### src/rtl/instruction_sequencer.sv
// Fetch/decode/issue controller for the 8-bit instruction datapath.
// Fetches one instruction per pass from imem at pc, decodes instr[7:6] into
// a one-hot mode and offers it to the execute units over valid/ready.
// All outputs are registered; the strobes are derived from the next state.
module instruction_sequencer #(
    parameter int ADDR_W  = 8,
    parameter int TIMEOUT = 16
) (
    input  logic              clk,
    input  logic              rst_n,
    input  logic              start,
    input  logic              halt,
    output logic              imem_rd_en,
    output logic [ADDR_W-1:0] imem_addr,
    input  logic              imem_valid,
    input  logic [7:0]        imem_rdata,
    output logic [7:0]        instr,
    output logic [3:0]        mode,
    output logic              exec_valid,
    input  logic              exec_ready,
    input  logic              cond_true,
    input  logic [ADDR_W-1:0] jump_target,
    output logic [ADDR_W-1:0] pc,
    output logic              busy,
    output logic              err
);

    localparam int CNT_W = (TIMEOUT > 2) ? $clog2(TIMEOUT) : 1;

    typedef enum logic [2:0] {
        S_IDLE,
        S_FETCH,
        S_WAIT,
        S_DECODE,
        S_ISSUE,
        S_ERR
    } state_t;

    state_t            state_reg;
    state_t            state_next;
    logic [CNT_W-1:0]  wait_cnt_reg;
    logic              halt_pend_reg;
    logic [ADDR_W-1:0] pc_reg;
    logic [7:0]        instr_reg;
    logic [3:0]        mode_reg;
    logic              rd_en_reg;
    logic              exec_valid_reg;
    logic              busy_reg;
    logic              err_reg;

    logic              rd_en_next;
    logic              exec_valid_next;
    logic              busy_next;
    logic              err_next;

    logic              handshake;
    logic              wait_expired;
    logic              busy_state;

    // The execute unit accepts only while an instruction is being offered.
    assign handshake    = (state_reg == S_ISSUE) && exec_ready;
    assign wait_expired = (wait_cnt_reg == CNT_W'(TIMEOUT - 1));
    assign busy_state   = (state_reg != S_IDLE) && (state_reg != S_ERR);

    // State register together with the registered control outputs
    always_ff @(posedge clk) begin
        if (!rst_n) begin
            state_reg      <= S_IDLE;
            rd_en_reg      <= 1'b0;
            exec_valid_reg <= 1'b0;
            busy_reg       <= 1'b0;
            err_reg        <= 1'b0;
        end else begin
            state_reg      <= state_next;
            rd_en_reg      <= rd_en_next;
            exec_valid_reg <= exec_valid_next;
            busy_reg       <= busy_next;
            err_reg        <= err_next;
        end
    end

    // Next-state selection; a valid in the final wait cycle beats the timeout
    always_comb begin
        state_next = state_reg;
        case (state_reg)
            S_IDLE:   if (start) state_next = S_FETCH;
            S_FETCH:  state_next = S_WAIT;
            S_WAIT: begin
                if (imem_valid)        state_next = S_DECODE;
                else if (wait_expired) state_next = S_ERR;
            end
            S_DECODE: state_next = S_ISSUE;
            S_ISSUE: begin
                if (handshake) state_next = (halt_pend_reg || halt) ? S_IDLE : S_FETCH;
            end
            S_ERR:    state_next = S_ERR;
            default:  state_next = S_IDLE;
        endcase
    end

    // Control outputs for the coming cycle, registered by the state process
    always_comb begin
        rd_en_next      = (state_next == S_FETCH);
        exec_valid_next = (state_next == S_ISSUE);
        busy_next       = (state_next != S_IDLE) && (state_next != S_ERR);
        err_next        = (state_next == S_ERR);
    end

    // Datapath: wait counter, halt request, instruction/mode latch and pc
    always_ff @(posedge clk) begin
        if (!rst_n) begin
            wait_cnt_reg  <= '0;
            halt_pend_reg <= 1'b0;
            pc_reg        <= '0;
            instr_reg     <= 8'h00;
            mode_reg      <= 4'b0000;
        end else begin
            if (state_reg == S_FETCH)
                wait_cnt_reg <= '0;
            else if (state_reg == S_WAIT && !imem_valid && !wait_expired)
                wait_cnt_reg <= wait_cnt_reg + CNT_W'(1);

            // A halt is remembered until the sequencer next parks in IDLE
            if (state_next == S_IDLE)
                halt_pend_reg <= 1'b0;
            else if (halt && busy_state)
                halt_pend_reg <= 1'b1;

            if (state_reg == S_WAIT && imem_valid)
                instr_reg <= imem_rdata;

            if (state_reg == S_DECODE)
                mode_reg <= 4'b0001 << instr_reg[7:6];

            if (handshake) begin
                if (mode_reg[3] && cond_true)
                    pc_reg <= jump_target;
                else
                    pc_reg <= pc_reg + ADDR_W'(1);
            end
        end
    end

    assign imem_rd_en = rd_en_reg;
    assign imem_addr  = pc_reg;
    assign instr      = instr_reg;
    assign mode       = mode_reg;
    assign exec_valid = exec_valid_reg;
    assign pc         = pc_reg;
    assign busy       = busy_reg;
    assign err        = err_reg;

endmodule

### config.mk
export PLATFORM = sky130hd
export DESIGN_NAME = instruction_sequencer
export DESIGN_NICKNAME = d
export VERILOG_FILES = /design/src/rtl/instruction_sequencer.sv
export SDC_FILE = /design/constraint.sdc
export NUM_CORES = 1
export LEC_CHECK = 0
export BUFFER_PORTS_ARGS = -buffer_cell sky130_fd_sc_hd__buf_2
export CAP_MARGIN = 20
export CORE_ASPECT_RATIO = 0.8
export CORE_UTILIZATION = 44
export DETAILED_ROUTE_END_ITERATION = 8
export PLACE_DENSITY = 0.74
export SLEW_MARGIN = 20
export SYNTH_ARGS = -nofsm -noshare
export SYNTH_HDL_FRONTEND = slang
export SYNTH_SLANG_ARGS = --single-unit
### constraint.sdc
create_clock -name clk -period 1.42 [get_ports clk]
set_input_delay 0.142 -clock clk [delete_from_list [all_inputs] [get_ports clk]]
set_output_delay 0.142 -clock clk [all_outputs]
set_load 0.02 [all_outputs]
; ---- Word level (Yosys, flattened, before mapping)
; Index checks and enable logic that the tools add are counted.
[classes]
n_bitwise = 1
n_shift = 1
muxes = 7
n_addsub = 2
eq_ne = 11
reduce_logical = 17
[ops]
columns = operator, count
row1 = case mux 3 bit (6 select lines), 1
row2 = equality test 3 bit (second input constant), 4
row3 = two-way mux 3 bit, 4
row4 = adder 8 x 1 -> 8 bit (second input constant), 1
row5 = logical AND 1 bit, 8
row6 = two-way mux 8 bit, 1
row7 = equality test 3 x 1 -> 1 bit (second input constant), 2
row8 = equality test 3 x 2 -> 1 bit (second input constant), 2
row9 = zero test 3 bit, 2
row10 = != test 3 bit (second input constant), 2
row11 = nonzero test 3 bit, 2
row12 = adder 4 x 1 -> 4 bit (second input constant), 1
row13 = equality test 4 bit (second input constant), 1
row14 = OR reduction 2 bit, 2
row15 = << shifter 1 x 2 -> 4 bit (first input constant), 1
row16 = zero test 1 bit, 2
row17 = logical OR 1 bit, 1
row18 = two-way mux 1 bit, 1
row19 = NOT 1 bit, 1
[word_totals]
register_bits = 32
word_cells = 49

; ---- Longest topological paths before layout
[logic_depth]
depth_word = 6
mapped_depth = 6

; ---- Worst setup path before layout
; OpenSTA, ideal clock, no wires.
[synth_timing]
kind = reg-to-reg
startpoint = register state_reg[2]
endpoint = register pc_reg[0], in the netlist imem_addr[0]
t_arrival_ps = 1330
path_buffers = 1
stages_incl_launch_ff = 6
required_time_ps = 1346
synth_period_minus_slack_ps = 1404
setup_slack_ps = 16
setup_ps = 74
cell_sequence = dfxtp_1 -> nand2_1 -> or3_1 -> buf_6 -> or3_1 -> a31oi_1
[synth_via]
elab_chain_cells = 2
[synth_rtl]
columns = item, line
row1 = start: declaration, 39  ; state_t state_reg;
row2 = start signal: assignment, 74  ; state_reg <= state_next;
row3 = equality test 3 bit, 61  ; assign handshake = (state_reg == S_ISSUE) && exec_ready;
row4 = logical AND 1 bit, 61
row5 = end signal: assignment, 137  ; pc_reg <= jump_target;
row6 = end signal: assignment, 139  ; pc_reg <= pc_reg + ADDR_W'(1);
row7 = end: declaration, 43  ; logic [ADDR_W-1:0] pc_reg;
; No other way between the ends.
; A chain may end at the register's enable or synchronous reset.

; ---- Final worst setup path
[layout_timing]
startpoint = register state_reg[2]
endpoint = register busy_reg, in the netlist busy
[layout_via]
elab_chain_cells = 6
elab_cells_between_ends = 15
classes_between = 6 x eq/ne / 5 x mux / 4 x reduce/logical
[layout_rtl]
columns = item, line
row1 = equality test 3 bit, "61, 85"
row2 = logical AND 1 bit, 61
row3 = two-way mux 3 bit, 94  ; if (handshake) state_next = (halt_pend_reg || halt) ? S_IDLE : S_FETCH;
row4 = case mux 3 bit (6 select lines) (*), 85  ; case (state_reg)
row5 = != test 3 bit or nonzero test 3 bit (tied branches), 105  ; busy_next = (state_next != S_IDLE) && (state_next != S_ERR);
row6 = logical AND 1 bit (*), 105
row7 = end signal: assignment, 77  ; busy_reg <= busy_next;
row8 = end: declaration, 48  ; logic busy_reg;
; Every way passes the cells marked *; elsewhere a longest branch is shown, timed or not.

==> summary.md <==
| Metric | Value |
|---|---|
| Setup skew after layout | 0.00835 ns |
| Synthesized cell area | 1560 um2 |
| Clock sink count | 32 |
| H-tree levels | 2 |
| Largest net degree at the start of global routing | 12 |
| Overall routing resource usage | 20.9% |
| Post-synth EDFFs | 0 |
| DRT iter0 DRCs | 79 |
| Final hold violations | 0 |
| Leak | 0.950 nW |
| Rel. slew slack | 75.5% |
| Period Utilization, post-route | 99.9% |
| Syn Nets | 208 |
| HP Class | input port to flop |
| P&R area growth vs syn | 37.8% |
| Endpoints failing setup | 0 |
| Cells after DPL | 278 |
| Gpl congestion | 0.819 |
| CTS tree | yes |
| Seq/Total Area, Yosys | 41.1% |
| Max Slew Vio Count | 0 |
| Initial core utilization | 48.4% |
| Die area | 3790 um2 |
| Vias in the first global route | 1434 |
| Power per Cell Area | 972 nW/um2 |
| Worst path arrival time | 1.58 ns |
| WL final | 3750 um |
| Cell variety after synth | 45 |
| Crit path capture type | flop |
| Max frequency | 705 MHz |
| Total gr overflow | 0 |
| Fraction of layout cells with a size suffix above 1 | 42.2% |
| Post-route DRC | 0 |
| Setup Total Neg Slack | 0 ns |
| Number of antenna diodes | 0 |
| Drt wl/cell | 13.0 um |
| Antenna violation net count after detailed routing | 0 |
| Finished Layout Cells | 289 |
| Synth warn | 0 |
| Area share of the largest cell type after synthesis | 41.1% |
| Area leader, netlist | dfxtp_1 |
| TritonRoute pass-1 iters | 4 |
| Die Height | 55.3 um |
| Max_cap viols | 0 |
| Synth area leaders | dfxtp_1 (41%), nor2_1 (5.3%), mux2i_1 (5.1%) |
| Horiz. Die Dim | 68.6 um |
| Startpoint types | flop |
| First-pass GRT wire length | 6050 um |
| Final critical-path required period | 1.42 ns |
| Post-Route Utilization | 66.7% |
| Num CTS Buffers | 5 |
| Critical path class | flop to flop |
| Reg area | 651 um2 |
| Post-synthesis async set-or-reset flop share | 0% |
| Multi-input gate area | 875 um2 |
| Max Root-Sink Buffers | 2 |
| Critical path required time | 1.58 ns |
| Worst IR Drop VDD | 0.611 mV |
| Synth Instances | 183 |
| Max Fanout on Critical Path | 9 |
| Predominant post-synthesis flop cell | dfxtp_1 |
| DR vias/cell | 5.25 |
| Vias post-DR | 1517 |
| Initial antenna violation count | 0 |
| Worst-margin pin slew | 0.367 ns |
| Core Box Area | 3220 um2 |
| Worst skew pair latency | 0.28 ns |
| HPWL after detailed placement | 2710 um |
| Unrepaired setup endpoints after global routing | yes |
| Clock root buffer | clkbuf_8 |
| Filler cell count in the final layout | 268 |
| Status | complete, no violations |
| Nets@finish | 273 |
| Mean Syn Cell Area | 8.53 um2 |
| Std cell rows | 18 |
| I/O Buffers | 54 |
| Clk slew on worst S/H paths | 0.07 ns |
| Top-Level Pins | 55 |
| #FFs+latches synth | 32 |
area by class of cell:
| class | instances | area share [%] |
|---|---|---|
| clock buffer | 5 | 3.20 |
| clock inverter | 3 | 1.98 |
| inverter | 2 | 0.349 |
| multi-input combinational | 131 | 40.7 |
| sequential | 32 | 30.3 |
| tap | 40 | 2.33 |
| timing repair buffer | 76 | 21.2 |
cells by family (layout without fill, tap and decap cells):
| kind of cell | count (synthesis) | in the layout | synth area share (%) |
|---|---|---|---|
| compound gates | 40 | 40 | 16.1 |
| mux | 8 | 8 | 5.13 |
| buf+inv | 20 | 86 | 7.78 |
| xor+xnor | 3 | 3 | 1.68 |
| fa+ha+maj | 2 | 2 | 1.60 |
| flops | 32 | 32 | 41.1 |
| simple gates | 78 | 78 | 26.6 |
critical path: stages (launching register included):
cell and delay [ns]:
dfxtp_2 0.34, buf_6 0.14, or4_1 0.46, o211ai_1 0.09, a21oi_1 0.10, a21boi_2 0.17
path summary, 6_finish.rpt:
kind	startpoint	end	slack (ns)	cells after the start
max reg2reg	state_reg[2]$_SDFF_PN0_	busy$_SDFF_PN0_	0.002	5
min reg2reg	halt_pend_reg$_SDFFE_PP0P_	halt_pend_reg$_SDFFE_PP0P_	0.47	1
max	state_reg[2]$_SDFF_PN0_	busy$_SDFF_PN0_	0.002	5
min	imem_rdata[5]	instr[5]$_SDFFE_PN0P_	0.09	3
stage by stage:
| stage | hold slack (ns) | setup WS (ns) | power (mW) | instance area (um2) |
|---|---|---|---|---|
| after floorplan | 0.264 | 0.0155 | 1.10 | 1560 |
| after detailed placement | 0.384 | -0.102 | 1.21 | 1920 |
| final | 0.0935 | 0.00154 | 2.09 | 2150 |
| after global placement | 0.377 | -0.0468 | 1.20 | 1920 |
| after CTS | 0.0893 | -0.0270 | 2.09 | 2090 |
| after global routing | 0.101 | -0.0396 | 2.18 | 2150 |
cells in the mapped netlist (3+ instances only):
cell type	n
and2_1	3
nor3_1	5
buf_4	9
xor2_1	3
buf_2	4
nand3_1	8
nand2b_1	4
o21ai_0	8
a21oi_1	14
clkbuf_1	4
dfxtp_1	32
nor3b_1	4
mux2i_1	8
nor2b_1	4
nor2_1	22
nand2_1	13
placed cells by master, fill, tap and decap left out, types with 2 or more instances in the layout:
cell type,count
o21a_1,2
nand2b_1,4
mux2i_1,8
buf_4,19
nor2_1,22
dfxtp_2,2
ha_2,2
inv_1,2
nor3_1,5
nor4_1,2
nand3_1,7
buf_2,54
dfxtp_4,2
nor3b_1,2
dfxtp_1,28
a21oi_1,14
clkbuf_8,5
buf_6,2
nor2b_1,4
nand2_1,12
a211oi_1,2
and3_1,2
xor2_1,3
and2_1,2
a31oi_1,2
o21ai_0,8
repair_timing:
action	4_1_cts	5_1_grt
setup buffers	1	2
pin swaps	4	8
resized for setup	13	11
gates cloned	0	0
hold buffers	0	0
setup endpoints to repair	21	21
where the power goes:
part,internal [mW],leakage (nW),switching [mW]
logic,0.141,0.635,0.134
registers,0.925,0.261,0.0252
clock network,0.519,0.0541,0.344
layer usage:
| layer | part of all wire, % | GRT usage (%) |
|---|---|---|
| met1 | 47 | 27.1 |
| met2 | 46 | 32.1 |
| met3 | 6.1 | 6.61 |
| met4 | 0.53 | 7.14 |
| met5 | 0 | 0 |
(Power assumes the default switching activity.)
